<file path="config.mk">
export PLATFORM = sky130hd
export DESIGN_NAME = tl_ul_a_credit_queue
export DESIGN_NICKNAME = d
export VERILOG_FILES = /design/src/rtl/tl_ul_a_credit_queue.sv
export SDC_FILE = /design/constraint.sdc
export NUM_CORES = 1
export LEC_CHECK = 0
export CELL_PAD_IN_SITES_DETAIL_PLACEMENT = 1
export CELL_PAD_IN_SITES_GLOBAL_PLACEMENT = 1
export CORE_ASPECT_RATIO = 1.25
export CORE_MARGIN = 2
export CORE_UTILIZATION = 43
export DETAILED_ROUTE_END_ITERATION = 6
export PLACE_DENSITY_LB_ADDON = 0.1
export SYNTH_ARGS = -nofsm -noshare
export SYNTH_HDL_FRONTEND = slang
export SYNTH_SLANG_ARGS = --single-unit
export TNS_END_PERCENT = 10
</file>
<file path="constraint.sdc">
create_clock -name clock -period 11.5 [get_ports clock]
set_input_delay 3.45 -clock clock [delete_from_list [all_inputs] [get_ports clock]]
set_output_delay 3.45 -clock clock [all_outputs]
set_load 0.03 [all_outputs]
</file>
<file path="src/rtl/tl_ul_a_credit_queue.sv">
// TileLink-UL A-channel request FIFO that only issues downstream while the
// number of outstanding (A accepted, D not yet returned) requests is below a limit.
module tl_ul_a_credit_queue #(
  parameter int unsigned DEPTH        = 2,
  parameter int unsigned AW           = 9,
  parameter int unsigned SZW          = 2,
  parameter int unsigned SRCW         = 1,
  parameter int unsigned DW           = 32,
  parameter int unsigned MAX_INFLIGHT = 2
) (
  input  logic                     clock,
  input  logic                     reset,
  input  logic                     enq_valid,
  output logic                     enq_ready,
  input  logic [2:0]               enq_opcode,
  input  logic [2:0]               enq_param,
  input  logic [SZW-1:0]           enq_size,
  input  logic [SRCW-1:0]          enq_source,
  input  logic [AW-1:0]            enq_address,
  input  logic [DW/8-1:0]          enq_mask,
  input  logic [DW-1:0]            enq_data,
  output logic                     deq_valid,
  input  logic                     deq_ready,
  output logic [2:0]               deq_opcode,
  output logic [2:0]               deq_param,
  output logic [SZW-1:0]           deq_size,
  output logic [SRCW-1:0]          deq_source,
  output logic [AW-1:0]            deq_address,
  output logic [DW/8-1:0]          deq_mask,
  output logic [DW-1:0]            deq_data,
  input  logic                     d_fire,
  output logic [$clog2(DEPTH):0]   count,
  output logic [3:0]               inflight,
  output logic                     underflow_err
);

  localparam int unsigned PW = $clog2(DEPTH);
  localparam int unsigned MW = DW / 8;

  typedef struct packed {
    logic [2:0]      opcode;
    logic [2:0]      param;
    logic [SZW-1:0]  size;
    logic [SRCW-1:0] source;
    logic [AW-1:0]   address;
    logic [MW-1:0]   mask;
    logic [DW-1:0]   data;
  } entry_t;

  entry_t        mem_q [DEPTH];
  entry_t        enq_entry;
  entry_t        head_entry;
  logic [PW:0]   wptr_q, wptr_d;
  logic [PW:0]   rptr_q, rptr_d;
  logic [3:0]    inflight_q, inflight_d;
  logic          err_q, err_d;
  logic          full, empty, enq_fire, deq_fire;

  // Pointers carry one extra wrap bit so full and empty are distinguishable.
  always_comb begin
    full      = (wptr_q[PW] != rptr_q[PW]) && (wptr_q[PW-1:0] == rptr_q[PW-1:0]);
    empty     = (wptr_q == rptr_q);
    enq_ready = !full;
    deq_valid = !empty && (inflight_q < 4'(MAX_INFLIGHT));
    enq_fire  = enq_valid && enq_ready;
    deq_fire  = deq_valid && deq_ready;
  end

  always_comb begin
    enq_entry = '{opcode: enq_opcode, param: enq_param, size: enq_size, source: enq_source,
                  address: enq_address, mask: enq_mask, data: enq_data};
    head_entry  = mem_q[rptr_q[PW-1:0]];
    deq_opcode  = head_entry.opcode;
    deq_param   = head_entry.param;
    deq_size    = head_entry.size;
    deq_source  = head_entry.source;
    deq_address = head_entry.address;
    deq_mask    = head_entry.mask;
    deq_data    = head_entry.data;
  end

  // Next-state for pointers, credit counter and the sticky underflow flag.
  always_comb begin
    wptr_d     = wptr_q;
    rptr_d     = rptr_q;
    inflight_d = inflight_q;
    err_d      = err_q;
    if (enq_fire) wptr_d = wptr_q + (PW+1)'(1);
    if (deq_fire) rptr_d = rptr_q + (PW+1)'(1);
    if (deq_fire && !d_fire) begin
      inflight_d = inflight_q + 4'd1;
    end else if (d_fire && !deq_fire) begin
      if (inflight_q == 4'd0) err_d = 1'b1;
      else                    inflight_d = inflight_q - 4'd1;
    end
  end

  always_ff @(posedge clock or negedge reset) begin
    if (!reset) begin
      wptr_q     <= '0;
      rptr_q     <= '0;
      inflight_q <= '0;
      err_q      <= 1'b0;
    end else begin
      wptr_q     <= wptr_d;
      rptr_q     <= rptr_d;
      inflight_q <= inflight_d;
      err_q      <= err_d;
    end
  end

  // Payload storage is intentionally left unreset.
  always_ff @(posedge clock) begin
    if (enq_fire) mem_q[wptr_q[PW-1:0]] <= enq_entry;
  end

  assign count         = wptr_q - rptr_q;
  assign inflight      = inflight_q;
  assign underflow_err = err_q;

endmodule

</file>
Word-level counts from Yosys, hierarchy flattened
Memory sizes are Yosys's and may differ from the RTL's.
Cells that the tools add are included.
{ "totals": {"reg_bits": 9, "latch_bits": 0, "ramBits": 108, "mem_bits_ro": 0, "input_bits": 59, "output_inout_bits": 63, "elab_cells": 35, "mem_count": 1} }
{ "mem_list": {"columns": ["memory", "words", "width", "read_ports", "rd_clocked_by_memory_dff", "wr", "line_no", "source"], "rows": [
  ["mem_q", 2, 54, 1, 0, 1, "50", "entry_t mem_q [DEPTH];"]
]} }
{ "op_classes": {"addsub": 5, "mul": 0, "div_mod_pow": 0, "n_lt_le_gt_ge": 1, "eq_ne": 4, "shifts": 0, "n_mux": 5, "n_bitwise": 1, "n_reduce_logical": 14} }
{ "op_table": {"columns": ["operator", "n"], "rows": [
  ["4-bit two-way mux", 3],
  ["1-bit logical AND", 6],
  ["2-bit by 1-bit adder with 2-bit output, second input constant", 2],
  ["4-bit by 1-bit adder with 4-bit output, second input constant", 1],
  ["1-bit zero test", 4],
  ["4-bit zero test", 1],
  ["4-bit by 2-bit less-than comparator with 1-bit output, second input constant", 1],
  ["4-bit by 1-bit subtractor with 4-bit output, second input constant", 1],
  ["3-bit AND reduction", 1],
  ["2-bit equality test", 1],
  ["1-bit two-way mux", 2],
  ["2-bit inequality test, second input constant", 1],
  ["2-bit AND reduction", 1],
  ["2-bit nonzero test", 1],
  ["2-bit subtractor", 1],
  ["1-bit equality test", 1],
  ["1-bit inequality test", 1],
  ["1-bit NOT", 1]
]} }

Depth between registers and ports, before layout
Gate-level depths: netlist of the first run.
{ "depth": {"depth_word": 8, "ltp_mapped": 12, "mapped_depth_nobuf": 12} }

Least setup slack after synthesis of the first run
No wires, ideal clock.
{ "synth_path": {"kind": "input port to flip-flop", "from": "in enq_valid", "to": "mem mem_q[0][0] in the netlist's numbering (enable)", "setup_time_ns": 0.466, "t_arrival_ns": 5.799, "required_ns": 11.034, "setup_slack_ns": 5.235, "cell_stages": 2, "path_buffers": 0, "cell_sequence": "nand2_1 -> nor2_1"} }
{ "synth_via": {"elab_chain_len": 3} }
{ "synth_lines": {"columns": ["element", "line_no", "source"], "rows": [
  ["start: declaration", "13", "input logic enq_valid,"],
  ["1-bit logical AND", "65", "enq_fire = enq_valid && enq_ready;"],
  ["1-bit two-way mux", "114", "if (enq_fire) mem_q[wptr_q[PW-1:0]] <= enq_entry;"],
  ["1-bit two-way mux (implied by the code)", "114", null],
  ["end: declaration", "50", null]
]} }
Every way passes these cells.

Final worst setup path of the first run
{ "layout_path": {"from": "reg rptr_q[0]", "to": "out deq_address[2]"} }
{ "layout_via": {"elab_chain_len": 1} }
{ "layout_lines": {"columns": ["element", "line_no", "source"], "rows": [
  ["start: declaration", "54", "logic [PW:0] rptr_q, rptr_d;"],
  ["start signal: assignment", "106", "rptr_q <= rptr_d;"],
  ["memory read 2 x 54 bit", null, null],
  ["end: declaration", "28", "output logic [AW-1:0] deq_address,"]
]} }
Every way passes these cells.

==> results.sh, run 1 <==
export IMPL_cts_made_buffers=17
export IMPL_cts_setup_buffers=0
export IMPL_avgSynthCellArea_um2=20.44
export IMPL_status="complete, no violations"
export IMPL_dieArea_um2=11100
export IMPL_detail_route_antenna_nets=0
export IMPL_cp_end_kind="output port"
export IMPL_finish_utilization=0.6327
export IMPL_hold_buffers=0
export IMPL_vias=2432
export IMPL_syn_inst=216
export IMPL_cap_violations=0
export IMPL_synth_area_um2=4414
export IMPL_hp_start="underflow_err"
export IMPL_worstSetupStartpointType="register"
export IMPL_io_buffers=121
export IMPL_grt_max_degree=56
export IMPL_rrSetupSlack_ns=8.56
export IMPL_grt_setup_unrepaired="false"
export IMPL_leakage_nw=2.217
export IMPL_cts_tree="built"
export IMPL_worstSkewPairLatency_ns=0.40
export IMPL_row_count=41
export IMPL_ys_warn_count=0
export IMPL_dp_hpwl_mm=5.766
export IMPL_first_global_vias=2590
export IMPL_overflow=0
export IMPL_dieHeight_um=117.3
export IMPL_required_ns=8.05
export IMPL_r2r_end="inflight[3]"
export IMPL_fin_skew_ns=0.008251
export IMPL_ir_worst_vdd_uv=312.1
export IMPL_ios=122
export IMPL_relSlewSlack=0.4784
export IMPL_synthToLayoutAreaGrowth_pct=44.10
export IMPL_hold_class="reg -> reg"
export IMPL_first_pass_iters=4
export IMPL_async_reset_ff_frac=0.07692
export IMPL_grtUsageTotal=0.1721
export IMPL_worstRegToRegCells=11
export IMPL_period_minus_slack_ns=6.051
export IMPL_root_buffer="clkbuf_16"
export IMPL_final_setup_tns_ns=0
export IMPL_grt_pass1_wl_mm=13.71
export IMPL_slew_violations=0
export IMPL_setup_violations=0
export IMPL_fp_dieW_um=94.62
export IMPL_path_max_fanout=42
export IMPL_report_power_total_mw=2.003
export IMPL_vias_per_cell=4.923
export IMPL_drt_iter0_drc=149
export IMPL_yosysUniqueCellTypes=25
export IMPL_hold_depth=1
export IMPL_wl_per_cell_um=18.30
export IMPL_initial_core_util=0.4390
export IMPL_post_route_period_util=0.5262
export IMPL_hold_viol_final=0
export IMPL_powerDensity_nw_per_um2=314.9
export IMPL_synth_edf_count=108
export IMPL_drive_above_1_share=0.2466
export IMPL_htree_levels=4
export IMPL_synth_ff_type="edfxtp_1"
export IMPL_coreArea_um2=10050
export IMPL_clkTransAtPathRegs_ns=0.05
export IMPL_antenna_found_initial=0
export IMPL_wl_mm=9.042
export IMPL_nets=418
export IMPL_diodes=0
export IMPL_ys_seq_area_frac=0.7857
export IMPL_place_gp_congestion=0.7069
export IMPL_fillers=907
export IMPL_rr_startpoint="rptr_q[0]"
export IMPL_ys_ff_latch=117
export IMPL_whs_ns=0.4997
export IMPL_synth_nets=281
export IMPL_cp_arrival_ns=2.60
export IMPL_holdPathEnd="underflow_err"
export IMPL_timing_fmax_mhz=165.3
export IMPL_cts_max_path_buffers=2
export IMPL_worstMarginPinSlew_ns=0.7823
export IMPL_crit_type="reg -> out"
export IMPL_clock_sinks=117
export IMPL_cts_resized_gates=0
export IMPL_drc=0
[worst max-delay path by stage]
stage | start | to | slack, ns | cells after the start
3_3_place_gp | rptr_q[0] | deq_address[2] | 5.86 | 3
6_report | rptr_q[0] | deq_address[2] | 5.45 | 3
2_1_floorplan | enq_valid | mem_q[0][0] | 5.24 | 2
3_5_place_dp | rptr_q[0] | deq_address[2] | 5.83 | 3
5_1_grt | rptr_q[0] | deq_data[13] | 5.33 | 3
4_1_cts | rptr_q[0] | deq_address[2] | 5.40 | 3
[cell usage in the layout (no fill, tap or decap)]
master and count:
nand2_2 1, nand3_1 2, o21ai_0 1, buf_4 3, a2111oi_4 1, dfrtp_2 1, bufinv_16 3, dfrtp_1 8
mux2_2 55, xor2_1 1, fa_1 1, ha_1 5, a21oi_1 1, nor3_1 1, clkbuf_16 17, clkdlybuf4s50_1 121
clkinv_2 5, o21ai_1 1, nand2_1 3, xnor2_1 7, a211oi_1 1, a31oi_1 1, and3_2 1, inv_1 5
nand2b_1 1, clkinvlp_4 2, clkbuf_1 2, clkinv_1 2, a21o_1 2, edfxtp_1 108, nor2_4 1, nor4_1 1
[per-stage QoR]
stage	instance area [um2]	setup slack, ns	instances
2_1_floorplan	4414	5.235	216
3_3_place_gp	5791	5.863	463
3_5_place_dp	5791	5.833	463
4_1_cts	6361	5.398	494
5_1_grt	6361	5.330	494
6_report	6361	5.449	494
[cell families after synthesis]
logic type / count (synthesis) / synth area share
flops: 117 / 0.7857
simple gates: 11 / 0.01247
xor+xnor: 8 / 0.01587
mux: 55 / 0.1403
fa+ha+maj: 6 / 0.01871
compound gates: 8 / 0.01615
buf+inv: 11 / 0.01077
[synth_stat cells (2+ instances only)]
master,number,area share
a21o_1,2,0.0034
nand3_1,2,0.0023
ha_1,5,0.014
buf_2,5,0.0057
mux2_2,55,0.14
dfrtp_1,9,0.051
nand2_1,3,0.0026
inv_1,5,0.0043
edfxtp_1,108,0.73
xnor2_1,7,0.014
[where the power goes]
| part | switching, mW | internal [mW] |
|---|---|---|
| clock network | 0.173 | 0.335 |
| registers | 0.0575 | 0.619 |
| logic | 0.466 | 0.352 |
[state kept, by name (all words and copies together) (netlist names)]
| register | cells |
|---|---|
| inflight | 4 |
| wptr_q | 2 |
| rptr_q | 2 |
| mem_q | 108 |
| underflow_err | 1 |
[routing by layer]
layer  track usage  routed length, um  share of wire
met3       0.06850                579          0.064
met4       0.07053                165          0.018
met2        0.2766               4616           0.51
met1        0.2080               3681           0.41
met5             0                  0              0
[critical path: stages (launching register included)]
cell	delay (ns)
dfrtp_2	0.59
buf_4	0.55
mux2_2	0.42
clkdlybuf4s50_1	0.60
[cell type report]
type | count | area (um2) | area share
inverter | 5 | 18.77 | 0.002950
sequential | 117 | 3470 | 0.5454
multi-input combinational | 88 | 907.1 | 0.1426
timing repair buffer | 124 | 1234 | 0.1939
tap | 129 | 161.4 | 0.02537
clock inverter | 12 | 137.6 | 0.02164
clock buffer | 19 | 432.9 | 0.06806
Power figures use the tool's default switching activity.
==> inputs of run 2 (changes only) <==
Settings changed: CORE_UTILIZATION 43 to 40.
Clock period 11.5 ns to 6.1 ns, I/O delays scaled along.
==> run 2 against run 1 <==
  * Sequential share of layout area grew 0.15 points
  * Clock power grew 80%
  * Cell count grew 0.81%
==> results.sh, run 2 (synthesized netlist as in run 1, its figures left out) <==
export IMPL_hold_viol_final=0
export IMPL_period_minus_slack_ns=4.515
export IMPL_cts_max_path_buffers=2
export IMPL_worstSkewPairLatency_ns=0.39
export IMPL_setup_slack_ns=1.585
export IMPL_detail_route_antenna_nets=0
export IMPL_hold_class="reg -> reg"
export IMPL_fin_skew_ns=0.005940
export IMPL_slew_violations=0
export IMPL_dp_hpwl_mm=5.744
export IMPL_dieHeight_um=121.5
export IMPL_path_buf_inv=2
export IMPL_cp_slowest_cell="dfrtp_2"
export IMPL_timing_fmax_mhz=221.5
export IMPL_row_count=42
export IMPL_coreArea_um2=10670
export IMPL_r2r_end="inflight[3]"
export IMPL_worstSetupStartpointType="register"
export IMPL_layout_common_cells="clkdlybuf4s50_1 (121), edfxtp_1 (108), mux2_2 (55)"
export IMPL_startpoint="rptr_q[0]"
export IMPL_clkTransAtPathRegs_ns=0.05
export IMPL_io_buffers=121
export IMPL_worstRegToRegCells=11
export IMPL_cts_made_buffers=17
export IMPL_cap_violations=0
export IMPL_final_common_cell="clkdlybuf4s50_1"
export IMPL_placed_area_um2=5794
export IMPL_fillers=974
export IMPL_synthToLayoutAreaGrowth_pct=43.71
export IMPL_ir_worst_vdd_uv=312.8
export IMPL_crit_type="reg -> out"
export IMPL_cts_tree="built"
export IMPL_fp_dieW_um=97.96
export IMPL_leakage_nw=2.209
export IMPL_hp_start="underflow_err"
export IMPL_post_route_period_util=0.7401
export IMPL_status="complete, no violations"
export IMPL_path_depth=3
export IMPL_wl_per_cell_um=17.29
export IMPL_hold_buffers=0
export IMPL_vias=2396
export IMPL_diodes=0
export IMPL_grtUsageTotal=0.1558
export IMPL_grt_max_degree=33
export IMPL_antenna_found_initial=0
export IMPL_largest_reg_flops=108
export IMPL_drc=0
export IMPL_powerDensity_nw_per_um2=585.7
export IMPL_worstMarginPinSlew_ns=0.7708
export IMPL_wl_mm=8.612
export IMPL_initial_core_util=0.4138
export IMPL_relSlewSlack=0.4861
export IMPL_clock_sinks=117
export IMPL_drive_above_1_share=0.2432
export IMPL_hold_depth=1
export IMPL_vias_per_cell=4.811
export IMPL_holdPathEnd="underflow_err"
export IMPL_first_pass_iters=4
export IMPL_overflow=0
export IMPL_cts_setup_buffers=0
export IMPL_cts_resized_gates=0
export IMPL_root_buffer="clkbuf_16"
export IMPL_path_max_fanout=31
export IMPL_required_ns=4.27
export IMPL_grt_pass1_wl_mm=14.08
export IMPL_grt_setup_unrepaired="false"
export IMPL_drt_iter0_drc=88
export IMPL_cpPeakStageDelay_ns=0.75
export IMPL_dp_slack_ns=1.947
export IMPL_final_setup_tns_ns=0
export IMPL_cp_end_kind="output port"
export IMPL_setup_violations=0
export IMPL_rr_startpoint="rptr_q[0]"
export IMPL_place_gp_congestion=0.7611
export IMPL_first_global_vias=2766
export IMPL_crit_chain="buf_4 > mux2_2 > clkdlybuf4s50_1"
export IMPL_dieArea_um2=11900
export IMPL_ios=122
export IMPL_critical_path_top_delay_family="buffers and inverters"
export IMPL_rrSetupSlack_ns=3.05
export IMPL_nets=418
export IMPL_cp_arrival_ns=2.68
export IMPL_htree_levels=4
export IMPL_postLayoutCellArea_um2=6344
-- run 2: cell types whose count changed in the layout (fill, tap and decap cells not counted), sizes merged --
cell,change
clkinv,+2
bufinv,-1
clkinvlp,-1
clkbuf,+1
-- run 2: layout make-up --
cell class                 instances  area [um2]  area share
timing repair buffer             124        1234      0.1945
clock buffer                      20       436.7     0.06884
clock inverter                    12       112.6     0.01775
inverter                           5       18.77    0.002959
sequential                       117        3470      0.5469
tap                              132       165.2     0.02604
multi-input combinational         88       907.1      0.1430
-- run 2: worst register-to-register path: cells and delay by family (launching register included) --
family	cells	cell delay, ns
and+or+nand+nor	1	0.14
adders and majority gates	3	0.88
buffers and inverters	2	0.18
xor gates and xnor gates	1	0.14
DFF	1	0.75
AOI/OAI and AO/OA	4	0.88
-- run 2: worst max-delay path by stage --
stage / end
floorplan: mem_q[0][0]
global placement: deq_data[24]
detailed placement: deq_param[0]
CTS: deq_param[0]
global route: deq_address[7]
finish: deq_param[0]
-- run 2: per-layer routing --
metal,global-route usage,wire [um]
met1,0.1892,3553
met2,0.2551,4371
met5,0,0
met3,0.05588,584
met4,0.05990,103
-- run 2: metrics by stage --
stage          hold WS, ns  utilization  instances  power, mW
2_1_floorplan       0.4619            -        216      2.233
3_3_place_gp        0.4443       0.5432        466      2.826
3_5_place_dp        0.4552       0.5432        466      2.843
4_1_cts             0.4745       0.5947        498      3.778
5_1_grt             0.4937       0.5947        498      3.898
6_report            0.4716       0.5947        498      3.715
-- run 2: power by group --
group	switching, mW	internal (mW)	leakage [nW]
Sequential	0.115	1.16	1.11
Combinational	0.859	0.665	0.833
Clock	0.320	0.592	0.270
Total	1.29	2.42	2.21
